File: src/rtl/exe_mem_pkg.sv
// Shared widths, payload layout and pure capture-time helpers for the EXE/MEM pipeline register.
package exe_mem_pkg;

    localparam int DATA_W_DEF     = 32;
    localparam int ADDR_W_DEF     = 32;
    localparam int REG_ADDR_W_DEF = 5;
    localparam int CNT_W_DEF      = 16;

    typedef struct packed {
        logic [DATA_W_DEF-1:0]     result;
        logic [DATA_W_DEF-1:0]     rt_data;
        logic [ADDR_W_DEF-1:0]     branch_addr;
        logic [REG_ADDR_W_DEF-1:0] dst_reg;
        logic                      zero;
        logic                      branch_taken;
        logic                      mem_read;
        logic                      mem_write;
        logic                      mem_to_reg;
        logic                      reg_write;
    } exe_mem_payload_t;

    // beq and bne together always resolve as taken
    function automatic logic f_branch_taken(input logic beq, input logic bne, input logic zero);
        return (beq & zero) | (bne & ~zero);
    endfunction

    function automatic logic f_reg_write(input logic suppress, input logic dst_is_zero,
                                         input logic reg_write);
        return reg_write & ~(suppress & dst_is_zero);
    endfunction

endpackage

File: src/rtl/exe_mem_slot.sv
// One payload holding register with a valid bit; used for both the main and the skid entry.
module exe_mem_slot
    import exe_mem_pkg::*;
#(
    parameter int W = 8
) (
    input  logic         clk,
    input  logic         rst,
    input  logic         i_clr,
    input  logic         i_load,
    input  logic         i_valid,
    input  logic [W-1:0] i_data,
    output logic         o_valid,
    output logic [W-1:0] o_data
);

    logic         r_valid;
    logic [W-1:0] r_data;

    // Clear only drops the valid bit; payload is left as-is since it is ignored while invalid
    always_ff @(posedge clk or posedge rst) begin
        if (rst) begin
            r_valid <= 1'b0;
            r_data  <= {W{1'b0}};
        end else if (i_clr) begin
            r_valid <= 1'b0;
        end else if (i_load) begin
            r_valid <= i_valid;
            r_data  <= i_data;
        end
    end

    assign o_valid = r_valid;
    assign o_data  = r_data;

endmodule

File: src/rtl/exe_mem_pipe_reg.sv
// EXE/MEM pipeline register with valid/ready handshake and a one-entry skid buffer so that
// in_ready is a pure register output with no combinational path from out_ready.
module exe_mem_pipe_reg
    import exe_mem_pkg::*;
#(
    parameter int DATA_W            = DATA_W_DEF,
    parameter int ADDR_W            = ADDR_W_DEF,
    parameter int REG_ADDR_W        = REG_ADDR_W_DEF,
    parameter int CNT_W             = CNT_W_DEF,
    parameter bit ZERO_REG_SUPPRESS = 1'b1
) (
    input  logic                  clk,
    input  logic                  rst,
    input  logic                  flush,
    input  logic                  in_valid,
    output logic                  in_ready,
    input  logic [DATA_W-1:0]     in_result,
    input  logic [DATA_W-1:0]     in_rt_data,
    input  logic [ADDR_W-1:0]     in_branch_addr,
    input  logic [REG_ADDR_W-1:0] in_dst_reg,
    input  logic                  in_zero,
    input  logic                  in_beq,
    input  logic                  in_bne,
    input  logic                  in_mem_read,
    input  logic                  in_mem_write,
    input  logic                  in_mem_to_reg,
    input  logic                  in_reg_write,
    output logic                  out_valid,
    input  logic                  out_ready,
    output logic [DATA_W-1:0]     out_result,
    output logic [DATA_W-1:0]     out_rt_data,
    output logic [ADDR_W-1:0]     out_branch_addr,
    output logic [REG_ADDR_W-1:0] out_dst_reg,
    output logic                  out_zero,
    output logic                  out_mem_to_reg,
    output logic                  out_mem_read,
    output logic                  out_mem_write,
    output logic                  out_reg_write,
    output logic                  out_branch_taken,
    output logic [CNT_W-1:0]      stall_cycles
);

    localparam int PAY_W = 2 * DATA_W + ADDR_W + REG_ADDR_W + 6;

    logic             w_main_valid;
    logic [PAY_W-1:0] w_main_data;
    logic             w_skid_valid;
    logic [PAY_W-1:0] w_skid_data;
    logic [PAY_W-1:0] w_cap;
    logic             w_in_fire;
    logic             w_main_en;
    logic             w_stall;
    logic             w_taken;
    logic             w_reg_write;
    logic [CNT_W-1:0] r_stall_cnt;

    assign w_taken     = f_branch_taken(in_beq, in_bne, in_zero);
    assign w_reg_write = f_reg_write(ZERO_REG_SUPPRESS, in_dst_reg == {REG_ADDR_W{1'b0}},
                                     in_reg_write);
    assign w_cap = {in_result, in_rt_data, in_branch_addr, in_dst_reg, in_zero, w_taken,
                    in_mem_read, in_mem_write, in_mem_to_reg, w_reg_write};

    assign in_ready  = ~w_skid_valid;
    assign w_in_fire = in_valid & ~w_skid_valid;
    assign w_main_en = ~w_main_valid | out_ready;
    assign w_stall   = w_main_valid & ~out_ready;

    // Skid contents take precedence so FIFO order is kept when the main entry frees up
    exe_mem_slot #(.W(PAY_W)) u_main (
        .clk     (clk),
        .rst     (rst),
        .i_clr   (flush),
        .i_load  (w_main_en),
        .i_valid (w_skid_valid | w_in_fire),
        .i_data  (w_skid_valid ? w_skid_data : w_cap),
        .o_valid (w_main_valid),
        .o_data  (w_main_data)
    );

    exe_mem_slot #(.W(PAY_W)) u_skid (
        .clk     (clk),
        .rst     (rst),
        .i_clr   (flush),
        .i_load  ((w_in_fire & ~w_main_en) | (w_skid_valid & w_main_en)),
        .i_valid (w_in_fire & ~w_main_en),
        .i_data  (w_cap),
        .o_valid (w_skid_valid),
        .o_data  (w_skid_data)
    );

    // Saturating stall counter; survives flush and only clears on reset
    always_ff @(posedge clk or posedge rst) begin
        if (rst) begin
            r_stall_cnt <= {CNT_W{1'b0}};
        end else if (w_stall && (r_stall_cnt != {CNT_W{1'b1}})) begin
            r_stall_cnt <= r_stall_cnt + {{(CNT_W-1){1'b0}}, 1'b1};
        end
    end

    assign stall_cycles = r_stall_cnt;
    assign out_valid    = w_main_valid;

    assign {out_result, out_rt_data, out_branch_addr, out_dst_reg, out_zero}
        = w_main_data[PAY_W-1:5];
    assign out_branch_taken = w_main_data[4] & w_main_valid;
    assign out_mem_read     = w_main_data[3] & w_main_valid;
    assign out_mem_write    = w_main_data[2] & w_main_valid;
    assign out_mem_to_reg   = w_main_data[1];
    assign out_reg_write    = w_main_data[0] & w_main_valid;

endmodule

File: config.mk
export PLATFORM = sky130hd
export DESIGN_NAME = exe_mem_pipe_reg
export DESIGN_NICKNAME = d
export VERILOG_FILES = /design/src/rtl/exe_mem_pkg.sv /design/src/rtl/exe_mem_slot.sv /design/src/rtl/exe_mem_pipe_reg.sv
export SDC_FILE = /design/constraint.sdc
export NUM_CORES = 1
export LEC_CHECK = 0
export ABC_AREA = 1
export CAP_MARGIN = 5
export CORE_AREA = 2 2 193 195
export CTS_CLUSTER_DIAMETER = 150
export CTS_CLUSTER_SIZE = 14
export DETAILED_ROUTE_END_ITERATION = 7
export DIE_AREA = 0 0 195 197
export HOLD_SLACK_MARGIN = 0.06
export PLACE_DENSITY_LB_ADDON = 0.08
export SLEW_MARGIN = 20
export SYNTH_ARGS = -nofsm -noshare
export SYNTH_HDL_FRONTEND = slang
export SYNTH_SLANG_ARGS = --single-unit
File: constraint.sdc
create_clock -name clk -period 18.3 [get_ports clk]
set_input_delay 5.49 -clock clk [delete_from_list [all_inputs] [get_ports clk]]
set_output_delay 5.49 -clock clk [all_outputs]
set_load 0.1 [all_outputs]
==> flow_summary.ini <==
[setup_path]
worstPathMaxFanout = 47
worstRegToRegCells = 7
worstSetupPathType = reg2out
regToRegSetupSlack_ns = 14.73
crit_start = u_skid.o_valid
r2r-end = u_skid.o_data[56]
end_kind = output port
cp.arrival_ns = 3.06
critPathLaunchType = register
crit_required_ns = 12.81
worstReg2RegStart = u_skid.o_valid

[power_and_ir_drop]
power_leakage_nw = 5.84
vdd_drop_max_v = 0.0000503
power.density_nw_per_um2 = 119

[yosys]
synth_cell_types = 22
syn_avg_cell_area_um2 = 8.22
synth_area_um2 = 10800
postSynthCellCount = 1316
synth_fp_nets = 1430
synth_seq_cells = 232
synth_top_area_share_pct = 53.7
ys_warn_count = 0
yosysTopAreaCell = dfrtp_1
synthTopCellsByArea = dfrtp_1 (54%), nand2_1 (14%), buf_4 (7.8%)
ys_seq_area_share_pct = 53.7

[global_route]
grt_pass1_vias = 7980
grt_pass1_wl_mm = 45.5
overflow = 0
grt.total_usage_pct = 14.8
grt_max_degree = 128
antenna_found_initial = 3

[run]
cap_violations = 0

[die]
initial_core_util_pct = 29.8
placementRows = 70
num_io_pins = 238
core_um2 = 36300
die_h_um = 197
die_w_um = 195
die_area_um2 = 38400

[cells_and_area]
fin_nets = 1526
syn2layout_area_growth_pct = 23.0
layout-drive-gt1-share_pct = 2.69
postLayoutCellArea_um2 = 13300
most-common-layout-cells = nand2_1 (402), clkdlybuf4s50_1 (237), dfrtp_1 (231)
final_common_cell = nand2_1

[placement]
placed_cell_area_um2 = 12800
gp_congestion = 0.742
dpl.hpwl_mm = 17.7
io_buffers = 237

[cts]
cts_tree = built
cts_sinks = 232
clock_path_buffers = 3
hold_buffers = 0
numCtsBuffers = 20
post_cts_buffers = 0
cts-root-buf = clkbuf_16
insertion_delay_ns = 0.51
cts_resized = 0
cts.htree.levels = 1
clk_pin_slew_ns = 0.07

[run_status]
status = finished, final reports clean

[worst_hold_path]
hold_class = reg2reg
worstHoldStart = u_main.o_data[0]
hold_end = u_main.o_data[0]
min_path_cells = 2

[sta]
skew_ns = 0.0136
worstMarginPinSlew_ns = 1.09
finalSetupTns_ns = 0
timing.final.crit_share_pct = 46.7
setup_viol = 0
maxSlewHeadroom_pct = 27.0
rsz0062_at_grt = false
max_clock_freq_mhz = 117
hold_violations = 0
period_needed_ns = 8.55
drv_slew = 0

[drt]
antenna_left = 0
drtIter0Drc = 533
viasPerCell = 4.40
dr.pass1.iters = 5
num_vias = 8290
drc = 0
routedWlPerCell_um = 15.3
routed_wl_mm = 28.8
-- kinds of logic after synthesis --
family | count (synthesis) | synth area share [%]
AND/OR/NAND/NOR | 554 | 19.6
AO/OA/AOI/OAI | 219 | 11.4
adder cells (fa/ha/maj) | 1 | 0.116
flip-flops | 232 | 53.7
XOR/XNOR | 6 | 0.486
buffers and inverters | 304 | 14.7
-- layer usage --
layer	share of wire, %	vias to the layer above	wire length [um]	global-route usage (%)
met5	0.094	-	27	0
met4	1.7	4	485	3.11
met3	5.8	34	1660	3.20
met2	44	177	12700	23.1
met1	48	3851	13900	21.0
li1	-	4224	-	-
-- power breakdown --
group	switching [W]	leakage [nW]	internal (W)	total (W)
Clock	0.000190	0.264	0.000204	0.000394
Combinational	0.000371	2.85	0.000137	0.000509
Sequential	0.0000594	2.72	0.000616	0.000675
Total	0.000621	5.84	0.000957	0.00158
-- how the worst max path moves through the flow --
| stage | end | slack, ns | cells past startpoint |
|---|---|---|---|
| floorplan | stall_cycles[0] | 6.45 | 1 |
| global placement | u_main.o_data[65] | 10.00 | 7 |
| detailed placement | u_main.o_data[84] | 9.92 | 7 |
| CTS | in_ready | 9.67 | 2 |
| global route | in_ready | 9.63 | 2 |
| finish | in_ready | 9.75 | 2 |
-- critical path: stages, from the launching register on --
cell             delay, ns
dfrtp_4               0.71
inv_4                 0.55
clkdlybuf4s50_1       1.25
-- synthesized netlist by cell type --
cell type	n
a21oi_1	3
a31oi_1	105
ha_1	1
o21ai_0	7
o21ai_2	1
inv_2	2
xor2_1	4
nor3_1	1
nand2_2	1
xnor2_1	2
o21ai_1	103
dfrtp_1	232
nand3_1	10
nor3_4	1
nand2_1	402
nand4_1	3
clkbuf_1	37
buf_2	21
buf_4	113
nor2_1	134
nand3b_1	2
inv_1	131
-- state kept, by name, summed over array words and instances (netlist names) --
register / count
stall_cycles: 16
u_main.o_data: 107
u_main.o_valid: 1
u_skid.o_data: 107
u_skid.o_valid: 1
-- metrics by stage --
| step | instances | setup WS [ns] | hold WS, ns | total power [W] | util (%) |
|---|---|---|---|---|---|
| finish | 1882 | 9.75 | 0.516 | 0.00158 | 36.7 |
| global route | 1881 | 9.63 | 0.537 | 0.00166 | 36.7 |
| CTS | 1881 | 9.67 | 0.518 | 0.00160 | 36.7 |
| detailed placement | 1858 | 9.92 | 0.499 | 0.00120 | 35.2 |
| global placement | 1858 | 10.00 | 0.503 | 0.00119 | 35.2 |
| floorplan | 1316 | 6.45 | 0.449 | 0.00110 | - |
-- final cells by class --
| class | instances | area [um2] |
|---|---|---|
| repair buffers | 245 | 2440 |
| flip-flops and latches | 232 | 5810 |
| clock inverters | 1 | 8.76 |
| diodes | 1 | 2.50 |
| inverters | 133 | 514 |
| clock buffers | 22 | 529 |
| multi-input cells | 780 | 3420 |
| well taps | 468 | 586 |
| fillers | 3773 | 23000 |
Note: power is estimated with default switching activity, not from simulation.
